File: config.mk
export PLATFORM = sky130hd
export DESIGN_NAME = sm2201_camac_cycle_sequencer
export DESIGN_NICKNAME = d
export VERILOG_FILES = /design/src/rtl/sm2201_camac_cycle_sequencer.sv
export SDC_FILE = /design/constraint.sdc
export NUM_CORES = 1
export LEC_CHECK = 0
export CAP_MARGIN = 20
export CORE_MARGIN = 2
export CORE_UTILIZATION = 31
export DETAILED_ROUTE_END_ITERATION = 8
export DONT_BUFFER_PORTS = 1
export GPL_TIMING_DRIVEN = 0
export MAX_ROUTING_LAYER = met4
export PLACE_DENSITY_LB_ADDON = 0.12
export SETUP_SLACK_MARGIN = 0.3
export SYNTH_ARGS = -nofsm -noshare
export SYNTH_HDL_FRONTEND = slang
export SYNTH_SLANG_ARGS = --single-unit
File: constraint.sdc
create_clock -name isa_clk -period 1.75 [get_ports isa_clk]
set_input_delay 0.35 -clock isa_clk [delete_from_list [all_inputs] [get_ports isa_clk]]
set_output_delay 0.35 -clock isa_clk [all_outputs]
set_load 0.1 [all_outputs]
File: src/rtl/sm2201_camac_cycle_sequencer.sv
// sm2201_camac_cycle_sequencer
//
// Turns 8-bit ISA I/O accesses in a 64-byte window into 16-bit CAMAC dataway
// cycles. Odd/even byte pairs at offsets 2n/2n+1 map to CAMAC subaddress n.
//
// A write to the low byte is only buffered. A write to the high byte runs a
// CAMAC write of {high, low}. A read of the low byte runs a CAMAC read. A read
// of the high byte returns the upper half of the word latched by that read.
// isa_chrdy is held low while a CAMAC cycle is in flight.
//
// Ports
//   isa_clk, isa_reset        clock, synchronous active-high reset
//   isa_aen                   DMA cycle, bus ignored while high
//   isa_ior, isa_iow          I/O strobes, active low
//   isa_addr, isa_data_in     I/O address and write byte
//   isa_data_out, isa_data_oe read byte and its bus enable
//   isa_chrdy                 channel ready, low inserts wait states
//   cb_addr, cb_write         CAMAC subaddress and direction
//   cb_strobe                 CAMAC strobe
//   cb_data_out, cb_data_in   CAMAC write and read words
//   cb_busy, cb_x             dataway busy, command accepted
//   x_status                  cb_x captured at the end of the last strobe
//   cycle_err                 last CAMAC cycle timed out waiting for cb_busy
//
// state  | meaning
// IDLE   | waiting for a strobe falling edge inside the window
// SETUP  | cb_addr/cb_write valid, waiting for cb_busy low (timeout bounded)
// STROBE | cb_strobe high for STROBE_CYCLES cycles
// HOLD   | strobe low, address/data held one more cycle
// DONE   | chrdy high, read byte driven; waits for both strobes released

module sm2201_camac_cycle_sequencer #(
  parameter logic [9:0] BASE_ADDR      = 10'h100,
  parameter int         STROBE_CYCLES  = 4,
  parameter int         TIMEOUT_CYCLES = 32
) (
  input  logic        isa_clk,
  input  logic        isa_reset,
  input  logic        isa_aen,
  input  logic        isa_ior,
  input  logic        isa_iow,
  input  logic [9:0]  isa_addr,
  input  logic [7:0]  isa_data_in,
  output logic [7:0]  isa_data_out,
  output logic        isa_data_oe,
  output logic        isa_chrdy,
  output logic [4:0]  cb_addr,
  output logic        cb_write,
  output logic        cb_strobe,
  output logic [15:0] cb_data_out,
  input  logic [15:0] cb_data_in,
  input  logic        cb_busy,
  input  logic        cb_x,
  output logic        x_status,
  output logic        cycle_err
);

  typedef enum logic [2:0] {IDLE, SETUP, STROBE, HOLD, DONE} state_t;

  state_t      state;
  logic        ior_q, iow_q, ior_qq, iow_qq;
  logic        is_read;
  logic [7:0]  low_buf;
  logic [15:0] read_latch;
  logic [7:0]  cnt;

  logic [9:0]  offset;
  logic        in_range;
  logic        ior_fall, iow_fall;
  logic        start;
  logic        trigger;

  // BASE_ADDR is 64-byte aligned, so the window check reduces to the
  // upper offset bits being zero (wrap-around below BASE lands out of range).
  assign offset   = isa_addr - BASE_ADDR;
  assign in_range = (offset[9:6] == 4'd0);

  // Edges are taken on the registered strobes so a single glitch-free sample
  // of each pin is used throughout.
  assign ior_fall = ior_qq & ~ior_q;
  assign iow_fall = iow_qq & ~iow_q;
  assign start    = (state == IDLE) && !isa_aen && in_range &&
                    ((ior_fall && iow_q) || (iow_fall && ior_q));

  // Low-byte reads and high-byte writes are the accesses that touch CAMAC.
  assign trigger  = ior_fall ? ~offset[0] : offset[0];

  always_ff @(posedge isa_clk) begin
    if (isa_reset) begin
      state        <= IDLE;
      ior_q        <= 1'b1;
      iow_q        <= 1'b1;
      ior_qq       <= 1'b1;
      iow_qq       <= 1'b1;
      is_read      <= 1'b0;
      low_buf      <= 8'h00;
      read_latch   <= 16'h0000;
      cnt          <= 8'd0;
      isa_data_out <= 8'h00;
      isa_data_oe  <= 1'b0;
      isa_chrdy    <= 1'b1;
      cb_addr      <= 5'd0;
      cb_write     <= 1'b0;
      cb_strobe    <= 1'b0;
      cb_data_out  <= 16'h0000;
      x_status     <= 1'b0;
      cycle_err    <= 1'b0;
    end else begin
      ior_q  <= isa_ior;
      iow_q  <= isa_iow;
      ior_qq <= ior_q;
      iow_qq <= iow_q;

      unique case (state)
        IDLE: begin
          if (start) begin
            is_read <= ior_fall;
            if (trigger) begin
              cb_addr   <= offset[5:1];
              cb_write  <= ~ior_fall;
              if (!ior_fall)
                cb_data_out <= {isa_data_in, low_buf};
              isa_chrdy <= 1'b0;
              cnt       <= 8'(TIMEOUT_CYCLES - 1);
              state     <= SETUP;
            end else begin
              if (ior_fall) begin
                isa_data_out <= read_latch[15:8];
                isa_data_oe  <= 1'b1;
              end else begin
                low_buf <= isa_data_in;
              end
              state <= DONE;
            end
          end
        end

        SETUP: begin
          if (!cb_busy) begin
            cb_strobe <= 1'b1;
            cnt       <= 8'(STROBE_CYCLES - 1);
            state     <= STROBE;
          end else if (cnt == 8'd0) begin
            // Abort: the host still gets a defined byte and a released bus.
            cycle_err  <= 1'b1;
            read_latch <= 16'hFFFF;
            isa_chrdy  <= 1'b1;
            if (is_read) begin
              isa_data_out <= 8'hFF;
              isa_data_oe  <= 1'b1;
            end
            state <= DONE;
          end else begin
            cnt <= cnt - 8'd1;
          end
        end

        STROBE: begin
          if (cnt == 8'd0) begin
            cb_strobe <= 1'b0;
            x_status  <= cb_x;
            cycle_err <= 1'b0;
            if (is_read)
              read_latch <= cb_data_in;
            state <= HOLD;
          end else begin
            cnt <= cnt - 8'd1;
          end
        end

        HOLD: begin
          isa_chrdy <= 1'b1;
          // Only low-byte reads reach here, so the low half is the answer.
          if (is_read) begin
            isa_data_out <= read_latch[7:0];
            isa_data_oe  <= 1'b1;
          end
          state <= DONE;
        end

        DONE: begin
          if (ior_q && iow_q) begin
            isa_data_oe <= 1'b0;
            state       <= IDLE;
          end
        end

        default: state <= IDLE;
      endcase
    end
  end

endmodule

# --- Yosys cells after proc, flatten, opt, wreduce, memory -nomap -nowiden ---
# Cells that the tools add are included.
classes:
  n_eq_ne: 17
  n_addsub: 2
  bitwise: 7
  reduce_logical: 28
  n_mux: 43
ops:
  columns: ["op", "count"]
  rows:
  - ["$mux W8", 11]
  - ["$mux W16", 4]
  - ["$pmux W8 S3", 2]
  - ["$pmux W16 S2", 1]
  - ["$ne A2 B2 Y1 const B", 12]
  - ["$mux W3", 6]
  - ["$reduce_and A4 Y1", 4]
  - ["$pmux W3 S5", 1]
  - ["$mux W1", 14]
  - ["$reduce_and A5 Y1", 2]
  - ["$sub A10 B9 Y10 const B", 1]
  - ["$reduce_and A3 Y1", 3]
  - ["$logic_not A8 Y1", 1]
  - ["$reduce_and A8 Y1", 1]
  - ["$sub A8 B1 Y8 const B", 1]
  - ["$reduce_and A7 Y1", 1]
  - ["$eq A3 B2 Y1 const B", 2]
  - ["$logic_and A1 B1 Y1", 6]
  - ["$reduce_bool A3 Y1", 2]
  - ["$not A1 Y1", 5]
  - ["$logic_not A4 Y1", 1]
  - ["$pmux W1 S2", 2]
  - ["$pmux W1 S4", 1]
  - ["$reduce_and A2 Y1", 2]
  - ["10 further kinds", 11]
word_totals:
  word_cells: 115
  reg_bits: 75

# --- Longest topological paths before layout ---
# Gate-level depths: netlist (run 1).
logic_depth:
  ltp_word: 7
  depth_mapped: 8

# --- Worst setup path before layout (run 1) ---
# Ideal clock, no wire load.
synth_path:
  path_type: "register to register"
  startpoint: "reg cnt[1]"
  endpoint: "reg isa_data_out[5]"
  arrival_ns: 1.708
  setup_slack_ns: -0.074
  setup_time_ns: 0.116
  stages_incl_launch_ff: 8
  required_ns: 1.634
  n_path_buf: 0
  path_cell_list: "dfxtp_1 > inv_1 > ha_1 > nor4b_4 > a311oi_1 > nor4_4 > nand2_4 > a31o_2"
synth_between:
  elab_chain_len: 3
synth_lines:
  columns: ["element", "line_no", "text"]
  rows:
  - ["start, declared", "65", "logic [7:0] cnt;"]
  - ["start signal, assigned", "124", "cnt <= 8'(TIMEOUT_CYCLES - 1);"]
  - ["start signal, assigned", "141", "cnt <= 8'(STROBE_CYCLES - 1);"]
  - ["start signal, assigned", "154", "cnt <= cnt - 8'd1;"]
  - ["$logic_not A8 Y1", "143", "end else if (cnt == 8'd0) begin"]
  - ["$ne A2 B2 Y1 (no line)", null, null]
  - ["$reduce_and A8 Y1 (no line)", null, null]
  - ["end signal, assigned", "128", "isa_data_out <= read_latch[15:8];"]
  - ["end signal, assigned", "175", "isa_data_out <= read_latch[7:0];"]
  - ["end, declared", "44", "output logic [7:0] isa_data_out,"]
# No other way between the ends.
# A chain may end at the register's enable or synchronous reset.

# --- Worst setup path in the final report (run 1) ---
layout_path:
  startpoint: "reg cnt[0]"
  endpoint: "reg isa_data_out[5]"
# The elaborated chain is that of the path after synthesis.

==> impl_metrics.yaml, run 1 <==
routing:
  wl_per_cell_um: 17.0
  wl_mm: 9.78
  dr.pass1.iters: 4
  ant_nets: 0
  viasPerCell: 5.11
  num_vias: 2932
  drc_errors: 0
  dr.first_iter.drc_count: 87
logic_synthesis:
  synth_warnings: 0
  synth_top_area_share_pct: 44.4
  synthArstFlopShare_pct: 0
  seq_area_frac_synth_pct: 44.4
  syn_area_mm2: 0.00338
  synth.distinct_cells: 58
  synth_ff_type: "dfxtp_1"
  syn_inst: 372
  yosys_register_bits: 75
  synthesis.nets: 415
  syn_avg_cell_area_um2: 9.09
  synth_largest_area_cell: "dfxtp_1"
  synth_edf_count: 0
  synth_area_leaders: "dfxtp_1 (44%), mux2i_1 (11%), nor2_1 (6.3%)"
floorplanning:
  core_area_mm2: 0.0107
  start_util_pct: 31.5
  num_rows: 38
  fp.dieW_um: 108
  design.portCount: 76
  die_area_mm2: 0.0118
  die_height_um: 108
sta:
  final-hold-violation-count: 0
  finalSetupViolCount: 6
  max_freq_ghz: 0.549
  drv_slew: 0
  clock_skew_ns: 0.00977
  period_needed_ns: 1.82
  slew_headroom_pct: 33.7
  setup_slack_ns: -0.0718
  finalCritPeriodShare_pct: 104
  worst_pin_slew_ns: 0.993
  rsz0062_at_grt: "yes"
setup_path:
  worst-setup-path-type: "reg -> reg"
  worst_ep_required_time_ns: 2.00
  critical_path_arrival_ns: 2.08
  slowest_delay_ns: 0.33
  crit_chain: "inv_2 > ha_4 > nor4b_4 > buf_6 > a311oi_4 > nor4_4 > nand2_4 > a31o_2"
  critPathMaxFanout: 8
  crit_family: "simple AND/OR/NAND/NOR gates"
  critPathCaptureType: "flip-flop"
  slowest_stage: "dfxtp_2"
  cp_num_buf_inv: 2
  start_kind: "flip-flop"
global_routing:
  grt_use_total_pct: 17.9
  first_global_vias: 2944
  grt_pass1_wl_mm: 15.5
  overflow: 0
  grt_start_max_net_pins: 14
  antenna_found_initial: 0
status:
  violations: "setup timing"
  outcome: "finished, violations left"
power:
  combPwrFrac_pct: 45.7
  switching_share_pct: 39.9
  ir_worst_vdd_v: 0.000625
  power_density_mw_per_mm2: 1510
  pwr-share-clk_pct: 20.9
  pwr-share-seq_pct: 33.4
  power.leakage_uw: 0.00197
  p_int_uw: 4410
  power.switching_uw: 2930
clocking:
  cts_buffer_depth: 2
  cts-root-buf: "clkbuf_8"
  cts.sinks: 75
  cts_tree: "built"
  numCtsBuffers: 9
  clk_latency_ns: 0.36
  path_clk_slew_ns: 0.08
  htreeDepth: 3
placed_design:
  place.gp.congestion: 0.795
  port_buffers: 0
  place_ws_ns: -0.265
  dp.final_hpwl_mm: 6.40
finish:
  fin_util_pct: 45.3
  ff_latch_area_mm2: 0.00156
  syn_to_final_growth_pct: 43.8
  fin_nets: 472
  diodes: 0
  multi_input_area_mm2: 0.00216
  drive_above_1_share_pct: 45.4
  nFillCells: 1037
min_path:
  hp-class: "in -> reg"
flow_run:
  cap_violations: 0
-- repair_timing --
action / 4_1_cts / 5_1_grt
setup endpoints to repair: 105 / 71
hold endpoints to repair: 0 / 0
gates resized for setup: 125 / 32
hold buffers: 0 / 0
gates cloned: 3 / 0
setup buffers: 39 / 4
pin swaps: 35 / 12
-- area by class of cell --
class	count	area share, %
clock inverters	6	1.80
flip-flops and latches	75	32.0
well taps	140	3.60
inverters	9	0.797
plain buffers	24	4.76
repair buffers	46	9.85
clock buffers	10	2.83
multi-input cells	264	44.3
-- synthesized netlist by cell type (2+ instances only) --
library cell  number
buf_4              2
nor3_1            13
nor3b_1            2
a31oi_1            3
inv_1              9
a31o_1             2
nand3_1            3
nor3_4             2
o21ai_0            7
nor2b_1            4
buf_2              4
nand2_1           48
a311oi_1           5
or2_2              4
dfxtp_1           75
nand2b_1           8
o311ai_0           5
a21oi_1           10
a211oi_1          16
ha_1               2
clkbuf_1          13
mux2i_1           36
buf_6              3
o221a_2            2
nor2_1            57
nor4_4             2
and3_1             4
-- cells in the final DEF (no fill, tap or decap), types with 4 or more instances in the layout --
cell type and instances:
dfxtp_1 35, buf_8 4, nor4_4 4, nor2_1 41, nand2_1 43, nor2_4 10
a311oi_1 4, a21oi_2 4, nor3_1 8, o21ai_0 4, clkbuf_1 10, a21oi_1 5
a211oi_2 13, nor3_4 5, or2_2 4, clkbuf_8 11, nand2b_1 7, buf_6 20
nor2_2 6, dfxtp_2 37, buf_4 26, mux2i_1 36, inv_1 6, o311ai_0 5
-- sequential cells by signal, summed over array words and instances, names as in the netlist, 3 cells and up --
name,flops
read_latch,16
cnt,8
isa_data_out,8
cb_data_out,16
cb_addr,5
state,3
low_buf,8
-- worst paths after layout --
path                                         startpoint                           end  depth (start not counted)  slack, ns
worst max register to register      cnt[0]$_SDFFE_PP0P_  isa_data_out[5]$_SDFFE_PP0P_                          8      -0.07
worst min register to register  low_buf[7]$_SDFFE_PP0P_   cb_data_out[7]$_SDFFE_PP0P_                          2       0.46
worst min-delay path                            isa_ior              ior_q$_SDFF_PP1_                          1       0.09
worst max-delay path                cnt[0]$_SDFFE_PP0P_  isa_data_out[5]$_SDFFE_PP0P_                          8      -0.07
-- power groups by stage --
stage / clock [µW] / sequential [µW] / combinational, µW
finish: 1530 / 2450 / 3350
global placement: 0 / 2450 / 1770
CTS: 1580 / 2440 / 2920
global route: 1660 / 2480 / 3580
floorplan: 0 / 2400 / 1430
detailed placement: 0 / 2450 / 1790
-- logic make-up after synthesis --
family	Yosys count	synth area share, %
AO/OA/AOI/OAI	65	14.7
XOR/XNOR	2	0.518
adder cells (fa/ha/maj)	2	0.740
buffers and inverters	33	4.73
flip-flops	75	44.4
multiplexers	36	10.7
AND/OR/NAND/NOR	159	24.3
-- per-layer routing --
layer / global-route usage, % / part of all wire, % / up-vias
met5: - / 0 / -
li1: - / - / 1441
met1: 21.1 / 45 / 1400
met4: 7.05 / 1.8 / 0
met3: 5.06 / 5.3 / 19
met2: 28.7 / 48 / 72
-- through the flow --
step | power [µW] | TNS, ns | area [µm²] | instances | hold WS, ns
after floorplan | 3820 | 0 | 3490 | 372 | 0.443
after global placement | 4220 | -4.05 | 3660 | 512 | 0.452
after detailed placement | 4230 | -4.82 | 3660 | 512 | 0.457
after CTS | 6940 | -0.141 | 4710 | 570 | 0.0766
after global routing | 7720 | -1.71 | 4870 | 574 | 0.0669
final | 7340 | -0.240 | 4870 | 574 | 0.0908
Note: power is estimated with default switching activity, not from simulation.
==> inputs of run 2 (changes only) <==
- BUFFER_PORTS_ARGS: unset -> -buffer_cell sky130_fd_sc_hd__buf_2
- DONT_BUFFER_PORTS: 1 -> unset
- MAX_ROUTING_LAYER: met4 -> unset
==> impl_metrics.yaml, run 2 (same netlist as run 1, synthesis figures left out) <==
status:
  outcome: "finished, violations left"
  violations: "setup timing"
sta:
  worst_pin_slew_ns: 0.600
  setup_slack_ns: -0.0748
  finalSetupViolCount: 11
  final-hold-violation-count: 0
  max_freq_ghz: 0.548
  slew_headroom_pct: 60.0
  period_needed_ns: 1.82
  drv_slew: 0
  finalCritPeriodShare_pct: 104
  clock_skew_ns: 0.00737
  rsz0062_at_grt: "yes"
setup_path:
  reg2reg_slack_ns: -0.07
  critical_path_arrival_ns: 2.11
  start_kind: "flip-flop"
  reg2regPathDepth: 11
  worst_ep_required_time_ns: 2.03
  critPathCaptureType: "flip-flop"
  r2r_start: "cnt[1]$_SDFFE_PP0P_"
  startpoint: "cnt[1]$_SDFFE_PP0P_"
  critPathMaxFanout: 7
  timing.rr.end: "read_latch[11]$_SDFFE_PP0P_"
  worst-setup-path-type: "reg -> reg"
  crit_end: "read_latch[11]$_SDFFE_PP0P_"
global_routing:
  overflow: 0
  antenna_found_initial: 0
  grt_pass1_wl_mm: 15.9
  grt_start_max_net_pins: 13
  first_global_vias: 3179
  grt_use_total_pct: 17.6
clocking:
  cts-root-buf: "clkbuf_8"
  clk_latency_ns: 0.36
  cts.sinks: 75
  hold_buffers: 0
  cts_buffer_depth: 2
  htreeDepth: 3
  cts_tree: "built"
  numCtsBuffers: 9
  path_clk_slew_ns: 0.08
power:
  switching_share_pct: 39.4
  ir_worst_vdd_v: 0.000572
  power.switching_uw: 2720
  pwr-share-seq_pct: 30.1
  power.leakage_uw: 0.00224
  power_density_mw_per_mm2: 1350
  p_int_uw: 4180
  combPwrFrac_pct: 48.4
  pwr-share-clk_pct: 21.4
  p_total_uw: 6900
finish:
  nFillCells: 1084
  layout_commonest_cell: "dfxtp_1"
  postLayoutCellArea_mm2: 0.00510
  ff_latch_area_mm2: 0.00152
  top_regs: "cb_data_out (16), read_latch (16)"
  final_cell_mix: "dfxtp_1 (68), buf_4 (64), nor2_1 (46)"
  multi_input_area_mm2: 0.00208
  fin_nets: 543
  drive_above_1_share_pct: 45.0
  diodes: 0
  syn_to_final_growth_pct: 50.7
floorplanning:
  design.portCount: 76
  core_area_mm2: 0.0107
  die_height_um: 108
  fp.dieW_um: 108
  num_rows: 38
  start_util_pct: 31.5
  die_area_mm2: 0.0118
flow_run:
  cap_violations: 0
routing:
  drc_errors: 0
  dr.pass1.iters: 4
  num_vias: 3183
  ant_nets: 0
  viasPerCell: 4.94
  dr.first_iter.drc_count: 123
  wl_mm: 10.0
  wl_per_cell_um: 15.5
min_path:
  hp-class: "in -> reg"
placed_design:
  place.gp.congestion: 0.777
  dp.final_hpwl_mm: 6.50
  placed_cell_area_mm2: 0.00404
  port_buffers: 75
run 2: cell count changes in the layout (fill, tap and decap cells not counted), moves of 4 or more:
cell / change
buf_4: +38
buf_6: -4
clkbuf_2: +4
buf_2: +40
nor2_1: +5
dfxtp_2: -32
dfxtp_1: +33
run 2: power groups by stage:
stage / sequential, µW / clock [µW] / combinational, µW
4_1_cts: 2070 / 1510 / 3060
3_3_place_gp: 2080 / 0 / 2210
5_1_grt: 2110 / 1580 / 3580
6_report: 2080 / 1480 / 3340
2_1_floorplan: 2400 / 0 / 1430
3_5_place_dp: 2090 / 0 / 2230
run 2: cell type report:
type	instances	share of cell area, %
multi-input combinational	264	40.7
sequential	75	29.7
timing repair buffer	117	16.8
buffer	24	4.39
tap	140	3.43
clock buffer	10	2.70
clock inverter	5	1.52
inverter	9	0.711
run 2: per-stage QoR:
step	hold WS (ns)	worst slack, ns	instances	util (%)	TNS [ns]
floorplan	0.443	0.0484	372	-	0
global placement	0.445	-0.187	587	37.6	-5.93
detailed placement	0.451	-0.228	587	37.6	-6.24
CTS	0.174	-0.152	636	46.3	-1.14
global route	0.181	-0.141	644	47.5	-2.03
finish	0.186	-0.0748	644	47.5	-0.329
run 2: layer usage:
layer / up-vias / wire length (µm) / global-route usage, %
li1: 1574 / - / -
met1: 1521 / 4610 / 22.4
met2: 70 / 4840 / 29.2
met3: 18 / 394 / 3.92
met4: 0 / 159 / 6.41
met5: - / 0 / 0
run 2: worst min-delay path by stage:
stage	from	endpoint	slack (ns)	depth (start not counted)
after floorplan	low_buf[0]$_SDFFE_PP0P_	cb_data_out[0]$_SDFFE_PP0P_	0.44	2
after global placement	cb_data_out[4]$_SDFFE_PP0P_	cb_data_out[4]$_SDFFE_PP0P_	0.44	2
after detailed placement	cb_data_out[4]$_SDFFE_PP0P_	cb_data_out[4]$_SDFFE_PP0P_	0.45	2
after CTS	isa_ior	ior_q$_SDFF_PP1_	0.17	2
after global routing	isa_ior	ior_q$_SDFF_PP1_	0.18	2
final	isa_ior	ior_q$_SDFF_PP1_	0.19	2
run 2: timing repair:
action                     4_1_cts  5_1_grt
buffers inserted                31        8
cloned                           3        0
setup endpoints to repair      105       73
pin swaps                       36       13
resized for setup              112       20
run 2: critical path, stage by stage (launching register included):
cell and delay, ns:
dfxtp_2 0.33, inv_2 0.07, ha_4 0.13, nor4b_4 0.29
buf_4 0.21, nand2_4 0.06, nor3_4 0.11, buf_6 0.15
buf_8 0.13, buf_4 0.12, nor2_4 0.03, a211oi_2 0.12
==> inputs of run 3 (changes only) <==
- BUFFER_PORTS_ARGS: -buffer_cell sky130_fd_sc_hd__buf_2 -> -buffer_cell sky130_fd_sc_hd__buf_4
- RECOVER_POWER: unset -> 50
==> impl_metrics.yaml, run 3 (same netlist as run 1, synthesis figures left out) <==
status:
  outcome: "finished, violations left"
  violations: "setup timing"
finish:
  layout_commonest_cell: "buf_4"
  syn_to_final_growth_pct: 55.6
  fin_nets: 554
  drive_above_1_share_pct: 46.9
  top_regs: "cb_data_out (16), read_latch (16)"
  diodes: 0
  multi_input_area_mm2: 0.00211
  ff_latch_area_mm2: 0.00152
  fin_util_pct: 49.0
  nFillCells: 1043
  final_cell_mix: "buf_4 (70), dfxtp_1 (68), nand2_1 (44), nor2_1 (44), clkbuf_2 (37)"
sta:
  hold_ws_ns: 0.188
  final-hold-violation-count: 0
  finalCritPeriodShare_pct: 105
  period_needed_ns: 1.84
  finalSetupViolCount: 20
  setup_slack_ns: -0.0941
  slew_headroom_pct: 52.2
  tns_ns: -1.02
  clock_skew_ns: 0.00951
  max_freq_ghz: 0.542
  drv_slew: 0
  rsz0062_at_grt: "yes"
  worst_pin_slew_ns: 0.717
global_routing:
  antenna_found_initial: 0
  grt_pass1_wl_mm: 15.9
  grt_start_max_net_pins: 14
  first_global_vias: 3180
  grt_use_total_pct: 17.6
  overflow: 0
floorplanning:
  num_rows: 38
  core_area_mm2: 0.0107
  die_area_mm2: 0.0118
  design.portCount: 76
  fp.dieW_um: 108
  die_height_um: 108
  start_util_pct: 31.5
setup_path:
  start_kind: "flip-flop"
  worst-setup-path-type: "reg -> reg"
  worst_ep_required_time_ns: 2.02
  critical_path_arrival_ns: 2.11
  critPathCaptureType: "flip-flop"
  critPathMaxFanout: 5
clocking:
  clk_latency_ns: 0.35
  cts_tree: "built"
  htreeDepth: 3
  cts_buffer_depth: 2
  numCtsBuffers: 9
  path_clk_slew_ns: 0.09
  cts-root-buf: "clkbuf_8"
  cts.sinks: 75
placed_design:
  dp.final_hpwl_mm: 6.55
  place_ws_ns: -0.208
  place.gp.congestion: 0.792
  port_buffers: 75
power:
  pwr-share-clk_pct: 18.9
  pwr-share-seq_pct: 28.5
  p_int_uw: 4330
  ir_worst_vdd_v: 0.000667
  switching_share_pct: 41.0
  power_density_mw_per_mm2: 1390
  power.leakage_uw: 0.00231
  power.switching_uw: 3010
  combPwrFrac_pct: 52.5
routing:
  drc_errors: 0
  dr.pass1.iters: 5
  num_vias: 3258
  wl_per_cell_um: 15.7
  wl_mm: 10.3
  ant_nets: 0
  viasPerCell: 4.97
  dr.first_iter.drc_count: 125
min_path:
  hp-class: "in -> reg"
flow_run:
  cap_violations: 0
[run 3: area by class of cell]
type,instances,area share [%]
sequential,75,28.8
clock buffer,11,2.69
inverter,9,0.784
timing repair buffer,128,19.1
buffer,24,4.09
multi-input combinational,264,40.1
tap,140,3.33
clock inverter,5,1.16
[run 3: what timing repair did]
item                                    4_1_cts  5_1_grt
setup buffers                                38       13
endpoints found under the setup margin       70       71
resized for setup                            79       34
gates cloned                                  2        0
pin swaps                                    44       18
hold buffers                                  0        0
[run 3: through the flow]
step / total power (µW) / instance area, µm² / cells
3_3_place_gp: 4350 / 4230 / 587
3_5_place_dp: 4370 / 4230 / 587
2_1_floorplan: 3820 / 3490 / 372
5_1_grt: 7690 / 5270 / 656
4_1_cts: 6920 / 5110 / 643
6_report: 7340 / 5270 / 656
[run 3: final timing paths]
path / startpoint / to / slack [ns] / cells past startpoint
hold reg to reg: cb_data_out[4]$_SDFFE_PP0P_ / cb_data_out[4]$_SDFFE_PP0P_ / 0.46 / 2
setup reg to reg: cnt[1]$_SDFFE_PP0P_ / read_latch[5]$_SDFFE_PP0P_ / -0.09 / 10
hold / removal: isa_ior / ior_q$_SDFF_PP1_ / 0.19 / 2
setup / recovery: cnt[1]$_SDFFE_PP0P_ / read_latch[5]$_SDFFE_PP0P_ / -0.09 / 10
[run 3: power by group through the flow]
stage / combinational, µW / sequential [µW] / clock, µW
finish: 3850 / 2090 / 1390
global route: 4070 / 2120 / 1510
CTS: 3410 / 2080 / 1430
detailed placement: 2280 / 2090 / 0
global placement: 2260 / 2090 / 0
floorplan: 1430 / 2400 / 0
[run 3: critical path, stage by stage, from the launching register on]
cell and delay (ns):
dfxtp_2 0.33, inv_2 0.07, ha_4 0.14, nor4b_4 0.26
buf_4 0.20, nand2_4 0.06, nor3_4 0.22, buf_6 0.16
buf_8 0.12, nor2_2 0.03, a211oi_1 0.18
[run 3: layer usage]
metal	vias up	routed length, µm	track usage (%)
met5	-	0	0
met1	1562	4500	23.1
met3	20	510	3.98
li1	1599	-	-
met4	0	166	4.12
met2	77	5100	29.5
